### src/rtl/cpu_pkg.sv
// cpu_pkg: shared types and constants for the execute-stage divider.
//
// Contents:
//   div_op_e          - funct3[1:0] encodings of DIV, DIVU, REM and REMU
//   div_state_e       - divider sequencer states (IDLE, CALC, FIX)
//   DIV_OVF_DIVIDEND  - most negative 32-bit dividend, the one signed
//                       division input that can overflow (together with -1)
package cpu_pkg;

  typedef enum logic [1:0] {
    OP_DIV  = 2'b00,
    OP_DIVU = 2'b01,
    OP_REM  = 2'b10,
    OP_REMU = 2'b11
  } div_op_e;

  typedef enum logic [1:0] {
    IDLE = 2'b00,
    CALC = 2'b01,
    FIX  = 2'b10
  } div_state_e;

  localparam logic [31:0] DIV_OVF_DIVIDEND = 32'h8000_0000;

endpackage

### src/rtl/div_step.sv
// div_step: one combinational radix-2 restoring division step.
//
// Ports:
//   rem           in  XLEN  partial remainder before this step
//   dividend_msb  in  1     next dividend bit shifted into the remainder
//   divisor       in  XLEN  divisor magnitude
//   rem_next      out XLEN  partial remainder after this step
//   quot_bit      out 1     quotient bit produced by this step
module div_step #(
  parameter int XLEN = 32
) (
  input  logic [XLEN-1:0] rem,
  input  logic            dividend_msb,
  input  logic [XLEN-1:0] divisor,
  output logic [XLEN-1:0] rem_next,
  output logic            quot_bit
);

  logic [XLEN-1:0] shifted;
  logic [XLEN-1:0] diff;
  logic            fits;

  // The bit shifted out of rem acts as an implicit top bit of the shifted
  // remainder, so a set rem MSB means the trial subtraction always fits.
  // The XLEN-bit subtraction then still yields the correct low bits.
  always_comb begin
    shifted  = {rem[XLEN-2:0], dividend_msb};
    diff     = shifted - divisor;
    fits     = rem[XLEN-1] | (shifted >= divisor);
    quot_bit = fits;
    rem_next = fits ? diff : shifted;
  end

endmodule

### src/rtl/div_unit.sv
// div_unit: iterative XLEN-bit integer divider for RISC-V DIV/DIVU/REM/REMU.
// Restoring algorithm, one quotient bit per cycle, then a sign-fix cycle.
//
// Ports:
//   clk_i     in  1     clock, rising edge
//   rst_i     in  1     synchronous active-high reset
//   start_i   in  1     launch request, sampled only in IDLE
//   op_i      in  2     funct3[1:0]: 00 DIV, 01 DIVU, 10 REM, 11 REMU
//   rs1_i     in  XLEN  dividend, captured with start
//   rs2_i     in  XLEN  divisor, captured with start
//   kill_i    in  1     pipeline flush, aborts any operation in flight
//   busy_o    out 1     high whenever the sequencer is not IDLE
//   done_o    out 1     one-cycle pulse, result_o valid while high
//   result_o  out XLEN  quotient or remainder, held until next completion
//
// Configuration macro DIV_EARLY_OUT_EN: when defined, divide-by-zero and
// signed overflow complete in the launch cycle without entering CALC/FIX.
// When undefined, every operation takes the same XLEN+2 cycles.
module div_unit
  import cpu_pkg::*;
#(
  parameter int XLEN = 32
) (
  input  logic            clk_i,
  input  logic            rst_i,
  input  logic            start_i,
  input  logic [1:0]      op_i,
  input  logic [XLEN-1:0] rs1_i,
  input  logic [XLEN-1:0] rs2_i,
  input  logic            kill_i,
  output logic            busy_o,
  output logic            done_o,
  output logic [XLEN-1:0] result_o
);

  localparam int              CNT_W     = $clog2(XLEN);
  localparam logic [CNT_W-1:0] LAST_ITER = CNT_W'(XLEN - 1);
  localparam logic [XLEN-1:0] MOST_NEG  = {1'b1, {(XLEN-1){1'b0}}};

  div_state_e      state;
  logic [CNT_W-1:0] iter;
  logic [XLEN-1:0] dividend;
  logic [XLEN-1:0] divisor;
  logic [XLEN-1:0] rem;
  logic            want_rem;
  logic            quot_neg;
  logic            rem_neg;
  logic            special;
  logic [XLEN-1:0] special_val;

  div_op_e         op_in;
  logic            op_signed;
  logic            op_rem;
  logic            rs1_neg;
  logic            rs2_neg;
  logic [XLEN-1:0] rs1_mag;
  logic [XLEN-1:0] rs2_mag;
  logic            div_zero;
  logic            div_ovf;
  logic            special_in;
  logic [XLEN-1:0] special_val_in;

  logic [XLEN-1:0] step_rem;
  logic            step_bit;
  logic [XLEN-1:0] quot_fixed;
  logic [XLEN-1:0] rem_fixed;
  logic [XLEN-1:0] fix_result;

  assign busy_o = (state != IDLE);

  // Decode the launch operands: magnitudes and signs for signed ops, and
  // the two special cases whose answers are fixed by the ISA. The special
  // result is computed here so FIX (or the early-out path) only selects it.
  // The divide-by-zero remainder is the raw rs1, never its magnitude.
  always_comb begin
    op_in          = div_op_e'(op_i);
    op_signed      = (op_in == OP_DIV) || (op_in == OP_REM);
    op_rem         = (op_in == OP_REM) || (op_in == OP_REMU);
    rs1_neg        = op_signed & rs1_i[XLEN-1];
    rs2_neg        = op_signed & rs2_i[XLEN-1];
    rs1_mag        = rs1_neg ? -rs1_i : rs1_i;
    rs2_mag        = rs2_neg ? -rs2_i : rs2_i;
    div_zero       = (rs2_i == '0);
    div_ovf        = op_signed && (rs1_i == MOST_NEG) && (rs2_i == '1);
    special_in     = div_zero | div_ovf;
    special_val_in = '0;
    if (div_zero) begin
      special_val_in = op_rem ? rs1_i : '1;
    end else if (div_ovf) begin
      special_val_in = op_rem ? '0 : MOST_NEG;
    end
  end

  div_step #(
    .XLEN (XLEN)
  ) u_step (
    .rem          (rem),
    .dividend_msb (dividend[XLEN-1]),
    .divisor      (divisor),
    .rem_next     (step_rem),
    .quot_bit     (step_bit)
  );

  // After CALC the dividend register has been fully replaced by the
  // quotient magnitude; apply the recorded signs, then let a flagged
  // special case override the datapath answer.
  always_comb begin
    quot_fixed = quot_neg ? -dividend : dividend;
    rem_fixed  = rem_neg  ? -rem      : rem;
    fix_result = want_rem ? rem_fixed : quot_fixed;
    if (special) begin
      fix_result = special_val;
    end
  end

  // Sequencer. done_o is a pulse, so it defaults low every cycle. kill_i
  // has priority over everything, including a start in IDLE, and leaves
  // result_o alone; reset additionally clears result_o and all state.
  always_ff @(posedge clk_i) begin
    if (rst_i) begin
      state       <= IDLE;
      iter        <= '0;
      dividend    <= '0;
      divisor     <= '0;
      rem         <= '0;
      want_rem    <= 1'b0;
      quot_neg    <= 1'b0;
      rem_neg     <= 1'b0;
      special     <= 1'b0;
      special_val <= '0;
      done_o      <= 1'b0;
      result_o    <= '0;
    end else begin
      done_o <= 1'b0;
      if (kill_i) begin
        state <= IDLE;
      end else begin
        case (state)
          IDLE: begin
            if (start_i) begin
              dividend    <= rs1_mag;
              divisor     <= rs2_mag;
              rem         <= '0;
              iter        <= '0;
              want_rem    <= op_rem;
              quot_neg    <= rs1_neg ^ rs2_neg;
              rem_neg     <= rs1_neg;
              special     <= special_in;
              special_val <= special_val_in;
`ifdef DIV_EARLY_OUT_EN
              if (special_in) begin
                result_o <= special_val_in;
                done_o   <= 1'b1;
              end else begin
                state <= CALC;
              end
`else
              state <= CALC;
`endif
            end
          end
          CALC: begin
            rem      <= step_rem;
            dividend <= {dividend[XLEN-2:0], step_bit};
            iter     <= iter + 1'b1;
            if (iter == LAST_ITER) begin
              state <= FIX;
            end
          end
          FIX: begin
            result_o <= fix_result;
            done_o   <= 1'b1;
            state    <= IDLE;
          end
          default: begin
            state <= IDLE;
          end
        endcase
      end
    end
  end

endmodule

### config.mk
export PLATFORM = sky130hd
export DESIGN_NAME = div_unit
export DESIGN_NICKNAME = d
export VERILOG_FILES = /design/src/rtl/cpu_pkg.sv /design/src/rtl/div_step.sv /design/src/rtl/div_unit.sv
export SDC_FILE = /design/constraint.sdc
export NUM_CORES = 1
export LEC_CHECK = 0
export CORE_UTILIZATION = 63
export CTS_CLUSTER_DIAMETER = 30
export DETAILED_ROUTE_END_ITERATION = 7
export PLACE_DENSITY = 0.86
export SYNTH_ARGS = -nofsm -noshare
export SYNTH_HDL_FRONTEND = slang
export SYNTH_SLANG_ARGS = --single-unit
### constraint.sdc
create_clock -name clk_i -period 7.4 [get_ports clk_i]
set_clock_uncertainty 0.05 [all_clocks]
set_input_delay 1.11 -clock clk_i [delete_from_list [all_inputs] [get_ports clk_i]]
set_output_delay 1.11 -clock clk_i [all_outputs]
set_load 0.01 [all_outputs]
# Yosys cells after proc, flatten, opt, wreduce, memory -nomap -nowiden
# Index checks and enable logic that the tools add are counted.
# word_totals
register_bits	172
latchBits	0
mem_bits_rw	0
rom_bits	0
inputBits	70
output_inout_bits	34
elab_cells	69
memories	0
# op_classes
n_addsub	6
mul	0
div_mod_pow	0
n_lt_le_gt_ge	1
eq_ne	9
n_shift	0
mux	21
bitwise	6
n_reduce_logical	14
# op_table
operator	n
32-bit 2-to-1 mux	13
32-bit negator	4
32-bit case mux with 2 select lines	2
32-bit equality test (second input constant)	2
32-bit >= comparator	1
32-bit zero test	1
32-bit subtractor	1
5-bit case mux with 2 select lines	1
2-bit equality test (second input constant)	3
3-bit AND reduction	2
5-bit by 1-bit adder with 5-bit output (second input constant)	1
5-bit equality test (second input constant)	1
5-bit 2-to-1 mux	1
2-bit zero test	2
2-bit 2-to-1 mux	2
2-bit != test (second input constant)	2
2-bit case mux with 2 select lines	1
2-bit AND reduction	2
2-bit nonzero test	2
1-bit AND	2
2-bit by 1-bit equality test with 1-bit output (second input constant)	1
1-bit logical AND	2
1-bit logical OR	2
1-bit OR	2
4 further kinds	4

# Logic depth before layout (Yosys ltp)
# logic_depth
ltp_word	6
ltp_mapped	13
ltp_nobuf	12

# Modules after synthesis
# Synthesis repeated with hierarchy kept, for this count alone.
# hier_totals
hier_cells	1626
hier_area_um2	12040.3
# modules_own_cells
module	n_inst	cells_per_inst	area_each_um2	seq_area_each_um2
div_unit	1	1241	9596.7	3443.3
div_step	1	385	2443.6	0.0

# Least setup slack after synthesis
# OpenSTA, ideal clock, no wires.
# synth_timing
path_kind	input to register
start	in rs2_i[6]
end	reg special_val[19]
setup_ns	0.058
arrival_time_ns	3.503
t_required_ns	7.292
slack_ns	3.789
cell_stages	10
n_path_buf	1
cell_sequence	or4_1 or3_1 nor3_2 nand2_1 nor2_1 nand3b_1 or3_1 clkbuf_1 a21oi_1 a21o_1
# synth_via
elab_chain_len	4
elab_cells_between_ends	5
cone_classes	eq/ne: 1; mux: 2; reduce/logical: 2
# synth_rtl
element	line	text
start, declared	div_unit.sv:29	input logic [XLEN-1:0] rs2_i,
32-bit equality test	div_unit.sv:84	div_ovf = op_signed && (rs1_i == MOST_NEG) && (rs2_i == '1);
1-bit logical AND	div_unit.sv:84	
32-bit 2-to-1 mux	div_unit.sv:89	end else if (div_ovf) begin
32-bit 2-to-1 mux (*)	div_unit.sv:87	if (div_zero) begin
end signal, assigned	div_unit.sv:149	special_val <= special_val_in;
end, declared	div_unit.sv:49	logic [XLEN-1:0] special_val;
# Mark *: on every way between the ends. The rest lies on a longest branch, timed or not.
# A chain may end at the register's enable or synchronous reset.

# Final worst setup path
# layout_timing
start	in rs2_i[6]
end	reg special_val[31]
# Same word-level chain as after synthesis.

==> impl_summary.md <==
Floorplanning
The vertical die dimension is about 140 um. The starting density of the core is 0.652. The number of ports placed on the die boundary is around 100. The die width is roughly 140 um. After floorplanning, the core was divided into 48 placement rows.

The area of the die is approximately 19,000 sq um. The core area is approximately 18,000 sq um.

Detailed routing
The number of design rule violations left after detail routing is 0. In this run, the number of DRC markers left after iteration 0 of detailed routing was 1,118. The count of nets left with antenna violations once routing finished came out at 0. The routed design has 32,300 um of wire. The mean routed wirelength per cell is 18.0 um. Using the TritonRoute via totals, the vias-per-cell ratio works out to between 6 and 7. The total vias in the final route is roughly 11,000. The first-pass iteration count of the detailed router is 5.

Final layout
The area occupied by registers is between 3000 and 4000 sq um. The area growth from synthesis to final layout is 15.1%. The number of filler cells placed in the layout is 1,402. The number of antenna diodes in the final layout is 0.

In the final layout, the multi-input gates occupy 7460 sq um. The final cell area excluding filler cells is 13,200 sq um. The library cells used most frequently in the layout, excluding fill and tap cells, are 200 x sky130_fd_sc_hd__nor2_1, 170 x sky130_fd_sc_hd__dfxtp_1, 123 x sky130_fd_sc_hd__a21oi_1, 121 x sky130_fd_sc_hd__nand2_1, 102 x sky130_fd_sc_hd__clkdlybuf4s50_1. The final layout net count is between 1,500 and 2,000. In the final layout, the share of cells above drive strength 1 is 0.0426. At the end of the flow the core is filled with cells to 0.750. Leaving out fill and tap cells, the most frequent cell in the layout is sky130_fd_sc_hd__nor2_1.

STA
The max-slew violation count was 0. The worst-margin pin slew is ~1200 ps. The worst pin sits at a relative slew slack of 0.195.

The final count of negative-setup-slack endpoints is 0. Final hold analysis gives a worst-case slack of roughly 390 ps. Based on the critical path, the design can be clocked at up to ~250 MHz. The final critical-path required period is roughly 4100 ps. The post-route worst setup slack is 3330 ps.

Of the available clock period, the critical path in the final layout requires 0.550. Setup repair after global routing left no endpoint under its margin. The setup total negative slack is 0 ps. The hold violation count in the final report is 0.

Worst setup path
The critical path is of the primary input to register type. The startpoint class of the critical path is a primary input. Along the worst path, the maximum fanout reaches 32.

For the worst setup path, the data arrival time is 4400 ps. STA classifies the critical path endpoint as a register. At the worst endpoint, the required time is approximately 7700 ps.

Logic synthesis
The number of synthesized flops with an enable pin is 0. The leading register cell type out of synthesis is sky130_fd_sc_hd__dfxtp_1. The count of synthesis-stage warnings from yosys is 0. By area the synthesized netlist is led by sky130_fd_sc_hd__dfxtp_1 30%, sky130_fd_sc_hd__nor2_1 6.6%, sky130_fd_sc_hd__a211oi_1 6.4%. After synthesis, the netlist uses 64 different library cells. The post-synthesis average cell area is about 7.5 sq um.

The share of the Yosys chip area taken by registers is 0.301. Counting flops and latches in the post-synthesis netlist gives around 170. The area of the mapped netlist is approximately 11,000 sq um. The top-area cell type share of the netlist area is 0.301.

When the netlist entered floorplanning its net count stood at about 1,600. The cell taking the most area after synthesis is sky130_fd_sc_hd__dfxtp_1. In the synthesized netlist the async set-or-reset flop fraction comes to 0.

The count of mapped cells out of synthesis is around 1,500.

GRT
The first global-routing pass estimated just over 50,000 um of wire. In the global route stage, overall resource usage came out at 0.352. The via count of the first global-routing pass is a little over 10,000. Global routing finished with a remaining overflow of 0. The largest net degree at the start of global routing is ~110. The initial antenna violation count is 0.

Placement
Input and output buffers added on the ports amount to ~100. The total half-perimeter wirelength after legalization and detailed placement is between 20,000 and 25,000 um. The total cell area at the placement stage is approximately 13,000 sq um.

The last weighted congestion value of the routability-driven placer is 0.930. The post-placement worst setup slack is roughly 2900 ps.

Job
The reported max-cap violation count is 0.

Power and ir drop
The worst voltage drop across the vdd grid is 192 uV. In this run the static leakage power is 5.01 nW. The proportion of power drawn by flip-flops and latches is 0.404. The combinational share of power is 0.202.

Internal power comes to about 0.0017 W. Summed over all nets, the switching power comes to around 0.00072 W. For this design the ratio of total power to cell area is ~190 nW/um^2. Of the total power, the clock network draws 0.394. Of the total power, the share spent switching nets is 0.294.

CTS
After clock tree synthesis, the flow added hold-fix buffers numbering 0. The clock slew at the register clock pins of the worst setup and hold paths is about 70 ps. The root buffer cell is sky130_fd_sc_hd__clkbuf_16. The clock tree from TritonCTS is done. In this run, post-CTS repair resized a total of 0 instances. No sink is reached through more buffers than the 2 on the longest clock path. The clock net in this run drives a total of 172 sinks. The number of clock buffers added by TritonCTS is 17. Once the clock tree was built, the setup fixing pass inserted 0 buffers. The maximum level of the CTS H-tree is 4. The clock latency on the worst-skew pair is around 450 ps.

Outcome
The flow ran to the end, and the final reports show no timing, DRC or antenna violations.

Worst hold path
The path class of the tightest hold or removal check is register to register.
## worst paths after layout
kind,slack [ps],end,cells past startpoint,start
max,3330,special_val[31]$_SDFFE_PP0P_,11,rs2_i[6]
min,390,special_val[26]$_SDFFE_PP0P_,2,special_val[26]$_SDFFE_PP0P_
max reg2reg,3480,rem[29]$_SDFFE_PP0P_,12,dividend[31]$_SDFFE_PP0P_
min reg2reg,390,special_val[26]$_SDFFE_PP0P_,2,special_val[26]$_SDFFE_PP0P_
## cell usage after synthesis, types with 5 or more instances
cell                       count
sky130_fd_sc_hd__a211oi_1     97
sky130_fd_sc_hd__xor2_1       71
sky130_fd_sc_hd__nand2_1     121
sky130_fd_sc_hd__o21ai_0      46
sky130_fd_sc_hd__a21o_1       22
sky130_fd_sc_hd__nor2b_1      37
sky130_fd_sc_hd__a22o_1       15
sky130_fd_sc_hd__buf_1         5
sky130_fd_sc_hd__and2_1        5
sky130_fd_sc_hd__nand2b_1     13
sky130_fd_sc_hd__nor2_1      202
sky130_fd_sc_hd__ha_1         39
sky130_fd_sc_hd__o41ai_1      11
sky130_fd_sc_hd__and3_1       10
sky130_fd_sc_hd__o21ai_1      66
sky130_fd_sc_hd__nand4_1      13
sky130_fd_sc_hd__a21oi_1     123
sky130_fd_sc_hd__nor4_1       13
sky130_fd_sc_hd__o31ai_1      23
sky130_fd_sc_hd__or4_1        10
sky130_fd_sc_hd__o21bai_1      6
sky130_fd_sc_hd__nor3_1       43
sky130_fd_sc_hd__o211ai_1      9
sky130_fd_sc_hd__mux2i_1      21
sky130_fd_sc_hd__nand3_1      13
sky130_fd_sc_hd__or3_1        17
sky130_fd_sc_hd__clkbuf_1     88
sky130_fd_sc_hd__xnor2_1      74
sky130_fd_sc_hd__o21a_1        7
sky130_fd_sc_hd__dfxtp_1     172
sky130_fd_sc_hd__inv_1        61
## per-layer routing
metal	routed length [um]	GRT usage	share of wire
met5	0	0	0
met4	1020	0.148	0.032
met3	2510	0.0456	0.078
met2	14900	0.566	0.46
met1	13900	0.473	0.43
## logic make-up (layout without fill, tap and decap cells)
kind of cell    after synthesis  in the layout  synth area share
simple gates                519            519             0.213
xor+xnor                    145            145             0.111
mux                          21             21            0.0184
flops                       172            172             0.301
compound gates              466            466             0.262
fa+ha+maj                    40             40            0.0444
buf+inv                     154            208            0.0505
## critical path: stages
cell and delay (ps):
sky130_fd_sc_hd__clkdlybuf4s50_1 490, sky130_fd_sc_hd__or4_1 600, sky130_fd_sc_hd__or3_1 380, sky130_fd_sc_hd__nor3_2 350, sky130_fd_sc_hd__nand2_1 160, sky130_fd_sc_hd__nor2_1 250, sky130_fd_sc_hd__nand3b_1 140, sky130_fd_sc_hd__or3_1 320
sky130_fd_sc_hd__buf_4 260, sky130_fd_sc_hd__a21boi_1 190, sky130_fd_sc_hd__o21ai_1 140
## cell type report
type / count / area share
Multi-Input combinational cell: 1191 / 0.567
Sequential cell: 172 / 0.262
Timing Repair Buffer: 117 / 0.0861
Clock buffer: 17 / 0.0323
Tap cell: 225 / 0.0214
Inverter: 61 / 0.0174
Clock inverter: 13 / 0.0144
## state kept, by name, summed over array words and instances (netlist names)
register / flops
want_rem: 1
result_o: 32
state: 2
special_val: 32
dividend: 32
special: 1
divisor: 32
iter: 5
rem_neg: 1
rem: 32
done_o: 1
quot_neg: 1
## power groups by stage
| stage | sequential [W] | clock, W | combinational (W) |
|---|---|---|---|
| finish | 0.000984 | 0.000961 | 0.000491 |
| global route | 0.000987 | 0.000999 | 0.000536 |
| CTS | 0.000983 | 0.000959 | 0.000483 |
| detailed placement | 0.00100 | 0 | 0.000477 |
| global placement | 0.00100 | 0 | 0.000467 |
| floorplan | 0.000992 | 0 | 0.000343 |
## metrics by stage
step	total power [W]	std cells
after floorplan	0.00134	1517
after global placement	0.00147	1766
after detailed placement	0.00148	1766
after CTS	0.00243	1796
after global routing	0.00252	1796
final	0.00244	1796
(Power assumes the default switching activity.)
